$ cat config.mk
export PLATFORM = sky130hd
export DESIGN_NAME = joint_cmd_guard
export DESIGN_NICKNAME = d
export VERILOG_FILES = /design/src/rtl/joint_cmd_guard.sv
export SDC_FILE = /design/constraint.sdc
export NUM_CORES = 1
export LEC_CHECK = 0
export ABC_AREA = 1
export CAP_MARGIN = 20
export CORE_ASPECT_RATIO = 1.1
export CORE_MARGIN = 2
export CORE_UTILIZATION = 40
export DETAILED_ROUTE_END_ITERATION = 7
export HOLD_SLACK_MARGIN = 0.1
export PLACE_DENSITY_LB_ADDON = 0.3
export SYNTH_ARGS = -nofsm -noshare
export SYNTH_HDL_FRONTEND = slang
export SYNTH_SLANG_ARGS = --single-unit
$ cat constraint.sdc
create_clock -name clk -period 7.5 [get_ports clk]
set_input_delay 0.75 -clock clk [delete_from_list [all_inputs] [get_ports clk]]
set_output_delay 0.75 -clock clk [all_outputs]
set_load 0.05 [all_outputs]
$ cat src/rtl/joint_cmd_guard.sv
// Guards the signed joint period command: minimum period, speed-up rate limit,
// zero-hold on direction reversal and host-loss watchdog.
module joint_cmd_guard #(
   parameter int UPDATE_DIV   = 48000,
   parameter int MIN_PERIOD   = 100,
   parameter int START_PERIOD = 48000,
   parameter int MAX_DELTA    = 1000,
   parameter int WDT_TICKS    = 100
) (
   input  logic        clk,
   input  logic        reset,
   input  logic [31:0] cmdIn,
   input  logic        cmdLoad,
   input  logic        enable,
   output logic [31:0] jointFreqCmd,
   output logic        timeout,
   output logic        ramping
);

   localparam int CW = (UPDATE_DIV > 1) ? $clog2(UPDATE_DIV) : 1;
   localparam int WW = $clog2(WDT_TICKS + 1);
   localparam logic [CW-1:0] CNT_LAST = CW'(UPDATE_DIV - 1);
   localparam logic [WW-1:0] WDT_MAX  = WW'(WDT_TICKS);
   localparam logic [WW-1:0] WDT_LAST = WW'(WDT_TICKS - 1);
   localparam logic [31:0]   MIN_P    = 32'(MIN_PERIOD);
   localparam logic [31:0]   START_P  = 32'(START_PERIOD);
   localparam logic [31:0]   DELTA_P  = 32'(MAX_DELTA);

   localparam logic [1:0] ST_IDLE    = 2'd0;
   localparam logic [1:0] ST_RUN     = 2'd1;
   localparam logic [1:0] ST_REVERSE = 2'd2;
   localparam logic [1:0] ST_FAULT   = 2'd3;

   logic [CW-1:0]      cnt_p0;
   logic [WW-1:0]      wdt_p0;
   logic signed [31:0] target_p0;
   logic signed [31:0] out_p0;
   logic [1:0]         state_p0;
   logic               timeout_p0;
   logic               ramping_p0;

   logic               tick;
   logic               wdt_expire;
   logic [1:0]         state_n;
   logic signed [31:0] out_n;
   logic               tmo_n;
   logic               ramp_n;
   logic [31:0]        tgt_mag;
   logic [31:0]        out_mag;
   logic [31:0]        floor_mag;

   function automatic logic [31:0] mag(input logic [31:0] v);
      return v[31] ? (~v + 32'd1) : v;
   endfunction

   function automatic logic [31:0] apply_sign(input logic neg, input logic [31:0] m);
      return neg ? (~m + 32'd1) : m;
   endfunction

   function automatic logic [31:0] umax(input logic [31:0] a, input logic [31:0] b);
      return (a > b) ? a : b;
   endfunction

   // Most-negative value has no positive twin, so it is pulled in by one.
   function automatic logic [31:0] sat_clamp(input logic [31:0] c);
      if (c == 32'h8000_0000)
         return 32'h8000_0001;
      if ((c != 32'd0) && (mag(c) < MIN_P))
         return apply_sign(c[31], MIN_P);
      return c;
   endfunction

   assign tick       = (cnt_p0 == CNT_LAST);
   assign wdt_expire = tick && !cmdLoad && (wdt_p0 >= WDT_LAST);

   always_comb begin
      state_n   = state_p0;
      out_n     = out_p0;
      tmo_n     = timeout_p0;
      ramp_n    = ramping_p0;
      tgt_mag   = mag(target_p0);
      out_mag   = mag(out_p0);
      floor_mag = umax(tgt_mag, MIN_P);
      if (state_p0 == ST_FAULT) begin
         if (cmdLoad && (cmdIn == 32'd0)) begin
            state_n = ST_IDLE;
            tmo_n   = 1'b0;
         end
      end else if (wdt_expire) begin
         state_n = ST_FAULT;
         out_n   = '0;
         tmo_n   = 1'b1;
         ramp_n  = 1'b0;
      end else if (!enable) begin
         state_n = ST_IDLE;
         out_n   = '0;
         ramp_n  = 1'b0;
      end else if (tick) begin
         case (state_p0)
            ST_IDLE: begin
               if (target_p0 != 32'sd0) begin
                  out_n   = apply_sign(target_p0[31], umax(tgt_mag, START_P));
                  state_n = ST_RUN;
               end else begin
                  out_n = '0;
               end
            end
            ST_RUN: begin
               if (target_p0 == 32'sd0) begin
                  out_n   = '0;
                  state_n = ST_IDLE;
               end else if (target_p0[31] != out_p0[31]) begin
                  out_n   = '0;
                  state_n = ST_REVERSE;
               end else if (tgt_mag >= out_mag) begin
                  out_n = target_p0;
               end else if ((out_mag - floor_mag) > DELTA_P) begin
                  // Difference test first so the subtraction can never wrap.
                  out_n = apply_sign(out_p0[31], out_mag - DELTA_P);
               end else begin
                  out_n = apply_sign(out_p0[31], floor_mag);
               end
            end
            default: begin
               out_n   = '0;
               state_n = ST_IDLE;
            end
         endcase
         ramp_n = (state_n == ST_RUN) && (mag(out_n) != tgt_mag);
      end
   end

   always_ff @(posedge clk or posedge reset) begin
      if (reset) begin
         cnt_p0     <= '0;
         wdt_p0     <= '0;
         target_p0  <= '0;
         out_p0     <= '0;
         state_p0   <= ST_IDLE;
         timeout_p0 <= 1'b0;
         ramping_p0 <= 1'b0;
      end else begin
         cnt_p0     <= tick ? '0 : cnt_p0 + 1'b1;
         state_p0   <= state_n;
         out_p0     <= out_n;
         timeout_p0 <= tmo_n;
         ramping_p0 <= ramp_n;
         if (cmdLoad)
            target_p0 <= sat_clamp(cmdIn);
         if (cmdLoad)
            wdt_p0 <= '0;
         else if (tick && (wdt_p0 != WDT_MAX))
            wdt_p0 <= wdt_p0 + 1'b1;
      end
   end

   assign jointFreqCmd = out_p0;
   assign timeout      = timeout_p0;
   assign ramping      = ramping_p0;

endmodule

==> results.md <==
* Status: completed
* CP max stage cell: fa_1
* Most frequent cells in the layout: nand2_1, inv_1, nor2_1
* Layout Utilization at 45.7%
* Most frequent CP cell: nand2_1
* Placed Area at 17000 um2
* Power Density at 466 nW/um2
* Via Count at 17779
* Cell taking the most area after synthesis: nand2_1
* Worst R2R Setup Slack at 0.45 ns
* Leak pwr at 8.69 nW
* Fillers at 4120
* CTS tree: yes
* CP startpoint: target_p0[0]$_DFFE_PP0P_
* Peak VDD IR at 0.212 mV
* Clock Tree Buf Depth at 2
* Crit path largest cell delay at 0.43 ns
* Final TNS setup at 0 ns
* CTS hold repair buffers at 0
* First-iteration detailed-routing DRC count at 1479
* Ys async rst share at 100%
* Setup violators final at 0
* Clock-pin slew on the worst setup and hold paths at 0.08 ns
* Initial antenna violation count at 0
* Total Nets Final at 2859
* Critical Path AT at 7.34 ns
* GRT overflow at 0
* Initial Util at 40.4%
* Max Cap Violations at 0
* CP Depth at 46
* Net Count, Synth at 2755
* CP required at 7.79 ns
* Rows at 75
* Post-Place Worst Slack at 0.196 ns
* YS warnings at 0
* Avg Synthesized Cell Area at 5.80 um2
* H-tree levels at 3
* Commonest non-fill, non-tap cell in the layout: nand2_1
* WL/cell at 17.7 um
* Slew Viols, Final at 0
* Port Buffer Count at 69
* CP Buf/Inv Count at 3
* Crit path max fanout at 12
* Cells after Synth at 2645
* Via density at 5.46
* Total track usage at 28.7%
* Crit path kind: reg -> reg
* Worst hold path type: reg -> reg
* Layout area overhead at 13.3%
* Max-slew headroom at 29.2%
* Met3 WL post-DR at 3.48 mm
* Worst r2r src: target_p0[0]$_DFFE_PP0P_
* First-pass GRT wire length at 89.9 mm
* Most area-consuming cells after synthesis: nand2_1, dfrtp_1, inv_1
* Drt total wl at 57.5 mm
* F_max at 142 MHz
* CP top delay family: simple AND/OR/NAND/NOR gates
* Post-Syn Area at 15300 um2
* Num CTS Buffers at 9
* Netlist cell types at 63
* Post-synth EDFFs at 0
* Core Box Area at 38000 um2
* Final Hold Fails at 0
* Io pins at 70
* Routability congestion estimate at 0.981
* Post-DP HPWL at 48.2 mm
* CP Capture Type: flip-flop
* Max layer used: met4
* Setup Skew at 0.0184 ns
* Period utilisation layout at 94.0%
* Setup WS post-layout at 0.450 ns
* Worst setup path end: ramping$_DFFE_PP0P_
* Post-synth top area share at 17.7%
* Share of cells above drive strength 1 at 8.86%
* Root Driver: clkbuf_16
* FF+latch count, synth at 91
* RSZ-0062 raised after global routing: false
* Metal-1 WL at 24.5 mm
* Met2 WL at 26.7 mm
* Post-route ant nets at 0
* Clock latency at the later pin of the worst-skew pair at 0.39 ns
* DIE AREA at 39900 um2
* Least-Margin Pin Slew at 1.06 ns
* Sink Count at 91
* # DRC at 0
* Largest net degree at the start of global routing at 62
* Seq/Total Area, Yosys at 14.8%
* DR pass1 iterations at 6
* Vias in the first global route at 16860
* Setup crit start kind: flip-flop
* Final Cell Area at 17400 um2
* # diodes at 0
* Chip height at 209 um
* Reg2Reg Depth at 46
* Chip Width at 191 um
* Ys flop type: dfrtp_1
* FF-to-FF End: ramping$_DFFE_PP0P_
* Fin crit period at 7.05 ns
[timing repair]
action,4_1_cts,5_1_grt
setup endpoints to repair,0,1
buffers inserted,0,3
resized for setup,0,8
[report_power, final]
part / leakage, nW / switching, mW / internal [mW]
Clock: 0.155 / 0.232 / 0.267
Sequential: 1.17 / 0.133 / 0.572
Combinational: 7.36 / 4.64 / 2.26
Total: 8.69 / 5.00 / 3.10
[worst reg2reg max path, delay by kind of cell (launching register included)]
family        cells  cell delay, ns
fa+ha+maj         3            0.84
flops             1            0.41
simple gates     40            5.31
buf+inv           3            0.41
[per-stage QoR]
| stage | cells | total power, mW | hold slack (ns) |
|---|---|---|---|
| detailed placement | 3235 | 7.43 | 0.455 |
| CTS | 3251 | 7.97 | 0.465 |
| global route | 3254 | 8.86 | 0.497 |
| floorplan | 2645 | 5.40 | 0.433 |
| global placement | 3235 | 7.42 | 0.444 |
| finish | 3254 | 8.10 | 0.459 |
[worst min path at each step]
| stage | cells past startpoint | endpoint | slack (ns) | start |
|---|---|---|---|---|
| final | 1 | cnt_p0[0]$_DFF_PP0_ | 0.46 | cnt_p0[0]$_DFF_PP0_ |
| after global routing | 1 | cnt_p0[0]$_DFF_PP0_ | 0.50 | cnt_p0[0]$_DFF_PP0_ |
| after CTS | 1 | cnt_p0[0]$_DFF_PP0_ | 0.47 | cnt_p0[0]$_DFF_PP0_ |
| after detailed placement | 1 | cnt_p0[0]$_DFF_PP0_ | 0.46 | cnt_p0[0]$_DFF_PP0_ |
| after global placement | 1 | cnt_p0[0]$_DFF_PP0_ | 0.44 | cnt_p0[0]$_DFF_PP0_ |
| after floorplan | 1 | cnt_p0[0]$_DFF_PP0_ | 0.43 | cnt_p0[0]$_DFF_PP0_ |
[cells in the mapped netlist (all sizes together) (2+ instances only)]
master,n
a2111oi,3
nand2,771
clkinv,9
buf,29
and3,3
a22o,2
a31oi,10
a21o,3
nor3,61
o311ai,2
inv,370
o22ai,29
o2111ai,3
ha,73
o211ai,7
nand3,233
a211oi,3
nand4,54
xor2,151
o31ai,5
nand3b,16
nor4,17
nor3b,3
o21bai,5
a21oi,136
clkbuf,33
or2,9
o21ai,144
a21boi,5
dfrtp,91
nor2,323
xnor2,22
o21a,9
and2,2
[registers in the layout, summed over array words and instances, names as in the netlist]
signal,cells
state_p0,2
target_p0,32
ramping,1
wdt_p0,7
cnt_p0,16
jointFreqCmd,32
timeout,1
[kinds of logic (layout without fill, tap and decap cells)]
family,Yosys count,after routing,share of synthesized area (%)
AOI/OAI and AO/OA,372,372,13.7
DFF,91,91,14.8
and+or+nand+nor,1493,1493,43.6
buffers and inverters,441,550,11.3
muxes,1,1,0.0652
xor gates and xnor gates,173,173,10.4
adders and majority gates,74,74,6.08
[layer usage]
layer	GRT usage, %	vias to the layer above
met4	13.6	0
li1	-	8784
met2	48.3	668
met5	0	-
met3	3.21	127
met1	36.5	8200
[cell type report]
type                    count  area (um2)  area share [%]
multi-input cells        2113       11400            65.4
clock buffers               9         225            1.30
repair buffers            155        1370            7.89
clock inverters             7        87.6           0.504
inverters                 379        1430            8.21
well taps                 500         626            3.60
flip-flops and latches     91        2280            13.1
Note: power is estimated with default switching activity, not from simulation.
